===== config.mk =====
export PLATFORM = sky130hd
export DESIGN_NAME = icache_flat
export DESIGN_NICKNAME = d
export VERILOG_FILES = /design/src/rtl/icache_pkg.sv /design/src/rtl/icache_if.sv /design/src/rtl/icache_store.sv /design/src/rtl/icache.sv /design/src/flat_wrapper.sv
export SDC_FILE = /design/constraint.sdc
export NUM_CORES = 2
export LEC_CHECK = 0
export CAP_MARGIN = 5
export CORE_ASPECT_RATIO = 1.2
export CORE_MARGIN = 1
export CORE_UTILIZATION = 25
export DETAILED_ROUTE_END_ITERATION = 16
export PLACE_DENSITY = 0.5
export RECOVER_POWER = 25
export SLEW_MARGIN = 25
export SYNTH_ARGS = -nofsm -noshare
export SYNTH_HDL_FRONTEND = slang
export SYNTH_HIERARCHICAL = 1
export SYNTH_SLANG_ARGS = --single-unit

===== constraint.sdc =====
create_clock -name clock -period 3.1 [get_ports clock]
set_input_delay 0.31 -clock clock [delete_from_list [all_inputs] [get_ports clock]]
set_output_delay 0.31 -clock clock [all_outputs]
set_load 0.02 [all_outputs]

===== src/rtl/icache_pkg.sv =====
// rtl/icache_pkg.sv - shared widths, address-field helpers and FSM state codes for icache
package icache_pkg;

  localparam int ADDR_W = 32;
  localparam int DATA_W = 32;

  localparam logic [1:0] ST_IDLE   = 2'd0;
  localparam logic [1:0] ST_REFILL = 2'd1;
  localparam logic [1:0] ST_DONE   = 2'd2;

  function automatic int off_bits(input int wpl);
    return $clog2(wpl);
  endfunction

  function automatic int idx_bits(input int lines);
    return $clog2(lines);
  endfunction

  function automatic int tag_bits(input int lines, input int wpl);
    return ADDR_W - 2 - $clog2(lines) - $clog2(wpl);
  endfunction

endpackage


===== src/rtl/icache_if.sv =====
// rtl/icache_if.sv - fetch-side and refill-side signal bundle of the instruction cache
interface icache_if;
  import icache_pkg::*;

  logic              req_valid;
  logic [ADDR_W-1:0] req_addr;
  logic [DATA_W-1:0] instr;
  logic              stall;
  logic              inv;
  logic              mem_req;
  logic [ADDR_W-1:0] mem_addr;
  logic              mem_valid;
  logic [DATA_W-1:0] mem_rdata;

  modport slave (
    input  req_valid, req_addr, inv, mem_valid, mem_rdata,
    output instr, stall, mem_req, mem_addr
  );

  modport master (
    output req_valid, req_addr, inv, mem_valid, mem_rdata,
    input  instr, stall, mem_req, mem_addr
  );

endinterface


===== src/rtl/icache_store.sv =====
// rtl/icache_store.sv - valid/tag/data arrays with combinational read and registered write
module icache_store
  import icache_pkg::*;
#(
  parameter int LINES = 16,
  parameter int WPL   = 4,
  parameter int IW    = 4,
  parameter int OW    = 2,
  parameter int TW    = 24
) (
  input  logic              clock,
  input  logic              rst,
  input  logic [IW-1:0]     rd_idx_i,
  input  logic [OW-1:0]     rd_off_i,
  output logic              rd_valid_o,
  output logic [TW-1:0]     rd_tag_o,
  output logic [DATA_W-1:0] rd_data_o,
  input  logic              wr_en_i,
  input  logic [IW-1:0]     wr_idx_i,
  input  logic [OW-1:0]     wr_off_i,
  input  logic [DATA_W-1:0] wr_data_i,
  input  logic              set_valid_i,
  input  logic [TW-1:0]     wr_tag_i,
  input  logic              clr_i
);

  logic [LINES-1:0]  valid_q;
  logic [TW-1:0]     tag_q  [LINES];
  logic [DATA_W-1:0] data_q [LINES][WPL];

  // Bulk clear has priority so an invalidate on the final refill beat leaves the line invalid.
  always_ff @(posedge clock or negedge rst) begin
    if (!rst) begin
      valid_q <= '0;
    end else if (clr_i) begin
      valid_q <= '0;
    end else if (set_valid_i) begin
      valid_q[wr_idx_i] <= 1'b1;
    end
  end

  always_ff @(posedge clock) begin
    if (wr_en_i) begin
      data_q[wr_idx_i][wr_off_i] <= wr_data_i;
    end
    if (set_valid_i) begin
      tag_q[wr_idx_i] <= wr_tag_i;
    end
  end

  assign rd_valid_o = valid_q[rd_idx_i];
  assign rd_tag_o   = tag_q[rd_idx_i];
  assign rd_data_o  = data_q[rd_idx_i][rd_off_i];

endmodule


===== src/rtl/icache.sv =====
// rtl/icache.sv - direct-mapped read-only instruction cache with whole-line refill
module icache
  import icache_pkg::*;
#(
  parameter int LINES = 16,
  parameter int WPL   = 4
) (
  input  logic     clock,
  input  logic     rst,
  icache_if.slave  bus
);

  localparam int OW  = off_bits(WPL);
  localparam int IW  = idx_bits(LINES);
  localparam int TW  = tag_bits(LINES, WPL);
  localparam int OLO = 2;
  localparam int ILO = OLO + OW;
  localparam int TLO = ILO + IW;
  localparam logic [OW-1:0] LAST_BEAT = OW'(WPL - 1);

  logic [1:0]        state_q, state_d;
  logic [OW-1:0]     beat_q, beat_d;
  logic [ADDR_W-1:0] mem_addr_q, mem_addr_d;

  logic              rd_valid;
  logic [TW-1:0]     rd_tag;
  logic [DATA_W-1:0] rd_data;
  logic              hit, miss, beat_fire, last_beat;
  logic              unused_bits;

  assign hit       = bus.req_valid && (state_q == ST_IDLE) && rd_valid
                     && (rd_tag == bus.req_addr[ADDR_W-1:TLO]);
  assign miss      = bus.req_valid && (state_q == ST_IDLE) && !hit;
  assign beat_fire = (state_q == ST_REFILL) && bus.mem_valid;
  assign last_beat = beat_fire && (beat_q == LAST_BEAT);

  assign bus.instr    = rd_data;
  assign bus.stall    = (bus.req_valid && !hit) || (state_q != ST_IDLE);
  assign bus.mem_req  = (state_q == ST_REFILL);
  assign bus.mem_addr = mem_addr_q;
  assign unused_bits  = ^bus.req_addr[OLO-1:0];

  always_comb begin
    state_d    = state_q;
    beat_d     = beat_q;
    mem_addr_d = mem_addr_q;
    case (state_q)
      ST_IDLE: begin
        if (miss) begin
          state_d    = ST_REFILL;
          beat_d     = '0;
          mem_addr_d = {bus.req_addr[ADDR_W-1:ILO], {ILO{1'b0}}};
        end
      end
      ST_REFILL: begin
        if (beat_fire) begin
          beat_d = beat_q + OW'(1);
          if (beat_q == LAST_BEAT) begin
            state_d = ST_DONE;
          end
        end
      end
      // DONE exists only to force one clean re-lookup against the freshly written line.
      ST_DONE: state_d = ST_IDLE;
      default: state_d = ST_IDLE;
    endcase
  end

  always_ff @(posedge clock or negedge rst) begin
    if (!rst) begin
      state_q    <= ST_IDLE;
      beat_q     <= '0;
      mem_addr_q <= '0;
    end else begin
      state_q    <= state_d;
      beat_q     <= beat_d;
      mem_addr_q <= mem_addr_d;
    end
  end

  icache_store #(
    .LINES (LINES),
    .WPL   (WPL),
    .IW    (IW),
    .OW    (OW),
    .TW    (TW)
  ) u_store (
    .clock       (clock),
    .rst         (rst),
    .rd_idx_i    (bus.req_addr[TLO-1:ILO]),
    .rd_off_i    (bus.req_addr[ILO-1:OLO]),
    .rd_valid_o  (rd_valid),
    .rd_tag_o    (rd_tag),
    .rd_data_o   (rd_data),
    .wr_en_i     (beat_fire),
    .wr_idx_i    (mem_addr_q[TLO-1:ILO]),
    .wr_off_i    (beat_q),
    .wr_data_i   (bus.mem_rdata),
    .set_valid_i (last_beat),
    .wr_tag_i    (mem_addr_q[ADDR_W-1:TLO]),
    .clr_i       (bus.inv)
  );

endmodule


===== src/flat_wrapper.sv =====
// flat-port wrapper written by rule: the top's interface ports become plain ports
module icache_flat import icache_pkg::*;
#(
  parameter int LINES = 16,
  parameter int WPL   = 4
)
  (clock, rst, bus_req_valid, bus_req_addr, bus_inv, bus_mem_valid, bus_mem_rdata, bus_instr, bus_stall, bus_mem_req, bus_mem_addr);
  icache_if bus_i ();
  input  logic clock;
  input  logic rst;
  input wire logic [$bits(bus_i.req_valid)-1:0] bus_req_valid;
  input wire logic [$bits(bus_i.req_addr)-1:0] bus_req_addr;
  input wire logic [$bits(bus_i.inv)-1:0] bus_inv;
  input wire logic [$bits(bus_i.mem_valid)-1:0] bus_mem_valid;
  input wire logic [$bits(bus_i.mem_rdata)-1:0] bus_mem_rdata;
  output wire logic [$bits(bus_i.instr)-1:0] bus_instr;
  output wire logic [$bits(bus_i.stall)-1:0] bus_stall;
  output wire logic [$bits(bus_i.mem_req)-1:0] bus_mem_req;
  output wire logic [$bits(bus_i.mem_addr)-1:0] bus_mem_addr;
  assign bus_i.req_valid = bus_req_valid;
  assign bus_i.req_addr = bus_req_addr;
  assign bus_i.inv = bus_inv;
  assign bus_i.mem_valid = bus_mem_valid;
  assign bus_i.mem_rdata = bus_mem_rdata;
  assign bus_instr = bus_i.instr;
  assign bus_stall = bus_i.stall;
  assign bus_mem_req = bus_i.mem_req;
  assign bus_mem_addr = bus_i.mem_addr;
  icache #(.LINES(LINES), .WPL(WPL)) u_core (.clock(clock), .rst(rst), .bus(bus_i));
endmodule

# Yosys cells after proc, flatten, opt, wreduce, memory -nomap -nowiden
# Memories as Yosys holds them, arrays and structs flattened.
# Index checks and enable logic that the tools add are counted.
[classes]
addsub = 1
order_cmp = 6
n_eq_ne = 6
muxes = 22
bitwise_logic = 3
n_reduce_logical = 18
[ops]
columns = ["cell", "count"]
rows = [
  ["$mux W128", 1],
  ["$mux W32", 3],
  ["$bmux W32 S2", 1],
  ["$demux W32 S2", 1],
  ["$mux W16", 2],
  ["$eq A24 B24 Y1", 1],
  ["$or A16 B16 Y16", 1],
  ["$lt A4 B5 Y1 const B", 2],
  ["$mux W2", 5],
  ["$logic_and A1 B1 Y1", 9],
  ["$pmux W2 S2", 2],
  ["$ge A3 B3 Y1 const B", 2],
  ["$ne A2 B1 Y1 const B", 3],
  ["$not A2 Y3", 2],
  ["$reduce_and A3 Y1", 2],
  ["$reduce_bool A2 Y1", 3],
  ["$mux W1", 5],
  ["$bmux W1 S4", 1],
  ["$demux W1 S4", 1],
  ["$ge A4 B1 Y1 const B", 1],
  ["$lt A3 B1 Y1 const B", 1],
  ["$add A2 B1 Y2 const B", 1],
  ["$eq A2 B1 Y1 const B", 1],
  ["$eq A2 B2 Y1 const B", 1],
  ["4 further kinds", 4],
]
[totals]
reg_bits = 48
ramBits = 2432
out_inout_bits = 66
elab_cells = 62
mem_count = 2
[memory_table]
columns = ["name", "words", "word_bits", "read_ports", "rd_clocked_by_memory_dff", "write_ports", "line_no", "text"]
rows = [
  ["u_core.u_store.data_q", 16, 128, 1, 0, 1, "icache_store.sv:29", "logic [DATA_W-1:0] data_q [LINES][WPL];"],
  ["u_core.u_store.tag_q", 16, 24, 1, 0, 1, "icache_store.sv:28", "logic [TW-1:0] tag_q [LINES];"],
]

# Depth between registers and ports, before layout
[depth]
word_depth = 8
ltp_mapped = 14

# Hierarchy
# Netlist, hierarchy kept.
[by_module_without_submodules]
columns = ["module", "n_inst", "cells_per_inst", "area_per_inst_um2", "seq_area_each_um2"]
rows = [
  ["icache_store", 1, 3989, 93678.6, 73430.4],
  ["icache", 1, 121, 1580.3, 800.8],
]

# Worst setup path after synthesis
# OpenSTA, ideal clock, no wires.
[synth_timing]
path_type = "flip-flop to flip-flop"
from = "reg u_core.state_q[1]"
to = "mem u_core/u_store/data_q[15][100] in the netlist's numbering (enable)"
setup_time_ns = 0.421
t_arrival_ns = 3.317
required_time_ns = 2.679
slack_ns = -0.638
path_stages_with_launch = 8
path_buffers = 2
period_less_slack_ns = 3.738
cell_sequence = "dfrtp_1 nor2b_1 nand2_1 inv_1 or3b_2 clkbuf_1 clkbuf_1 nor2_1"
[synth_via]
elab_chain_len = 4
[synth_rtl]
columns = ["element", "line_no", "text"]
rows = [
  ["start, declared", "icache.sv:21", "logic [1:0] state_q, state_d;"],
  ["start signal, assigned", "icache.sv:75", "state_q <= state_d;"],
  ["$eq A2 B1 Y1", "--", ""],
  ["named net bus_mem_req", "flat_wrapper.sv:18", "output wire logic [$bits(bus_i.mem_req)-1:0] bus_mem_req;"],
  ["$logic_and A1 B1 Y1", "icache.sv:34", "assign beat_fire = (state_q == ST_REFILL) && bus.mem_valid;"],
  ["named net u_core.beat_fire", "icache.sv:28", "logic hit, miss, beat_fire, last_beat;"],
  ["$mux W1", "icache_store.sv:43", "if (wr_en_i) begin"],
  ["$mux W128 (not written as such)", "icache_store.sv:44", "data_q[wr_idx_i][wr_off_i] <= wr_data_i;"],
  ["end, declared", "icache_store.sv:29", ""],
]
# The timed path passes the listed nets, and every way through them passes these cells.

# Worst setup path in the final report
[layout_timing]
from = "mem u_core.u_store.tag_q[1][5]"
to = "out bus_stall"
[layout_via]
elab_chain_len = 6
[layout_rtl]
columns = ["element", "line_no", "text"]
rows = [
  ["start, declared", "icache_store.sv:28", ""],
  ["$mem_v2 Z16 W24", "--", ""],
  ["named net u_core.rd_tag[5]", "icache.sv:26", "logic [TW-1:0] rd_tag;"],
  ["$eq A24 B24 Y1", "icache.sv:32", "&& (rd_tag == bus.req_addr[ADDR_W-1:TLO]);"],
  ["$logic_and A1 B1 Y1", "icache.sv:32", ""],
  ["$logic_not A1 Y1", "icache.sv:38", "assign bus.stall = (bus.req_valid && !hit) || (state_q != ST_IDLE);"],
  ["$logic_and A1 B1 Y1", "icache.sv:38", ""],
  ["$logic_or A1 B1 Y1", "icache.sv:38", ""],
  ["end, declared", "flat_wrapper.sv:17", "output wire logic [$bits(bus_i.stall)-1:0] bus_stall;"],
]
# The timed path passes the listed nets, and every way through them passes these cells.

==> out/qor.yml <==
synthesis:
  synth_seq_cells: 2480
  yosysSeqAreaShare: 0.779
  postSynthAreaPerCell_um2: 23.2
  syn_inst: 4110
  yosysTopAreaCell: "edfxtp_1"
  yosysTopAreaCellShare: 0.767
  synth_edf_count: 2432
  yosys_warnings: 6
  synth.area.top_cells: "edfxtp_1, mux4_2, mux4_1"
  syn_area_um2: 95300
  ys_async_sr_fraction: 0.0194
  ys.flop_type: "edfxtp_1"
  synthDistinctLibCells: 58
pwr:
  pwr_density_cell_nw_per_um2: 665
  irDropWorstVdd_uv: 471
  p_leak_nw: 37.2
grt:
  grt_antenna_before_repair: 17
  grt_pass1_vias: 48700
  grt_max_degree: 70
  gr-usage-all-layers: 0.141
  grt_pass1_wl_mm: 383
  gr-total-overflow: 0
flow_run:
  max-cap-violations: 16
routing:
  vias: 47000
  antenna_left: 0
  wl_per_cell_um: 27.6
  drt_first_pass_iters: 6
  drtIter0Drc: 4680
  drt_wl_total_mm: 277
  drc: 0
  vias_per_cell: 4.69
sta:
  skew_ps: 35.9
  hold_viol: 0
  finalMaxSlewViolations: 725
  fmax_mhz: 255
  fin_ws_ps: -817
  finalCritPeriodShare: 1.26
  slew_headroom: -1.11
  rsz0062_at_grt: "yes"
  setup_viol: 26
  worst_slew_pin_slew_ps: 3170
  period_needed_ps: 3920
die:
  die-area_um2: 384000
  die_w_um: 565
  die_y_um: 678
  row_count: 247
  start_util: 0.252
  ioPinCount: 135
  core_area_um2: 378000
worst_setup_path:
  endpoint_kind: "output pin"
  setup.worst_path.start_class: "register"
  path_max_fanout: 2
  cp.required_ps: 2790
  cp_data_arrival_time_ps: 3610
  critical_path_class: "reg2out"
cts:
  path_clk_slew_ps: 60
  cts_tree: "built"
  cts_buffer_depth: 4
  cts_sinks: 2480
  h-tree-depth: 5
  numCtsBuffers: 274
  root_buffer: "clkbuf_16"
  clk_latency_ps: 870
placement:
  io_buffers: 128
  post-place-ws_ps: -946
  gp_congestion: 0.759
  dpl.hpwl_mm: 158
finish:
  nFillCells: 36100
  nets: 4893
  syn2layout_area_growth_pct: 24.5
  drive_gt1_frac: 0.353
  final_util: 0.314
outcome:
  outcome: "finished, violations left"
  violations: "max-capacitance violations, max-slew violations, negative setup slack"
hold_path:
  min_path_type: "in2reg"
logic make-up (layout without fill, tap and decap cells):
family / count (synthesis) / after routing / share of synthesized area
AOI/OAI and AO/OA: 303 / 303 / 0.0213
xor gates and xnor gates: 24 / 24 / 0.00221
adders and majority gates: 1 / 1 / 0.000131
buffers and inverters: 230 / 1156 / 0.0159
DFF: 2480 / 2480 / 0.779
muxes: 777 / 777 / 0.167
other: 1 / 10 / 0.0000394
and+or+nand+nor: 294 / 294 / 0.0139
worst paths after layout:
kind                                                  from                         to  slack, ps  depth (start not counted)
min in group asynchronous                              rst    u_core/bus.mem_addr[19]        740                          3
max in group asynchronous                              rst    u_core/bus.mem_addr[26]        680                          4
worst max-delay path            u_core/u_store/tag_q[1][5]                  bus_stall       -820                          9
worst max register to register  u_core/u_store/tag_q[1][5]     u_core/bus.mem_addr[9]        -40                         11
worst min-delay path                      bus_req_addr[12]    u_core/bus.mem_addr[12]        130                          2
worst min register to register   u_core/u_store/valid_q[0]  u_core/u_store/valid_q[0]        500                          2
report_power, final:
group | leakage (nW) | switching [mW] | internal (mW)
registers | 22.5 | 1.08 | 38.6
logic | 10.5 | 4.25 | 2.93
clock network | 4.26 | 13.7 | 18.3
total | 37.2 | 19.0 | 59.8
state kept, by name, indices dropped and copies added (netlist names):
name                    count
u_core/u_store/tag_q      384
u_core/u_store/data_q    2048
u_core/u_store/valid_q     16
u_core/beat_q               2
u_core/state_q              2
u_core/bus.mem_addr        28
layer usage:
metal	part of all wire	vias up	global-route usage
li1	-	19100	-
met1	0.42	25900	0.188
met2	0.49	1556	0.234
met3	0.063	353	0.0257
met4	0.028	10	0.0401
met5	0.00020	-	0
Yosys cell counts, drive strengths merged (2+ instances only):
cell type and instances:
a21oi 58, nand2 52, or2 3, mux4 628, nand3 16, o221ai 28, a22oi 2, xor2 4
a31oi 13, dfrtp 48, a221oi 58, or3 2, mux2 32, nor2b 21, inv 2, o21ba 6
o21ai 73, buf 169, a211oi 11, o2111ai 4, dlygate4sd1 7, edfxtp 2432, nand2b 14, nor4 2
a32o 2, or3b 3, nand3b 10, xnor2 20, and3 4, o22ai 44, nor3 2, clkbuf 50
nand4 6, o221a 2, nor2 156, mux2i 117
metrics by stage:
stage                     setup TNS, ps  cell area (µm²)  total power [mW]  hold slack (ps)  cells
after floorplan                  -87710            95500              43.0             14.4   4113
after global placement           -38790           107000              46.9              402   9406
after detailed placement         -39000           107000              47.1              419   9408
after CTS                         -1300           118000              79.6             1.15   9970
after global routing              -5610           119000              81.3             91.8  10000
final                             -1290           119000              78.9              130  10000
critical path, stage by stage, from the launching register on:
cell and delay [ps]:
edfxtp_1 380, mux4_2 480, mux4_2 520, xnor2_2 140, nand4_1 210, nor4_2 290
buf_4 170, nand3_2 70, a211o_4 350, buf_6 130
layout make-up:
type                            count  area [µm²]  share of cell area
Clock inverter                    156        1580              0.0134
Multi-Input combinational cell   1403       20900               0.177
Tap cell                         4980        6230              0.0525
Clock buffer                      336        7180              0.0606
Sequential cell                  2480       74200               0.626
Antenna cell                        6        15.0            0.000127
Inverter                            2        7.51           0.0000633
Timing Repair Buffer              662        8430              0.0711
cell usage in the layout, fill, tap and decap left out, drive strengths merged, types with 20 or more instances in the layout:
| cell | n |
|---|---|
| mux2 | 32 |
| o21ai | 73 |
| o221ai | 28 |
| nand2 | 52 |
| edfxtp | 2432 |
| dlygate4sd3 | 25 |
| a221oi | 58 |
| o22ai | 44 |
| mux2i | 117 |
| clkbuf | 384 |
| clkinv | 113 |
| clkdlybuf4s50 | 57 |
| xnor2 | 20 |
| buf | 524 |
| dfrtp | 48 |
| mux4 | 628 |
| a21oi | 58 |
| nor2b | 21 |
| nor2 | 156 |
what timing repair did:
action	CTS	global route
hold buffers	21	4
cloned	22	8
setup buffers	30	45
setup endpoints to repair	33	59
endpoints found under the hold margin	629	62
pin swaps	33	37
resized for setup	221	127
No activity file was read; power rests on OpenSTA's default activity.
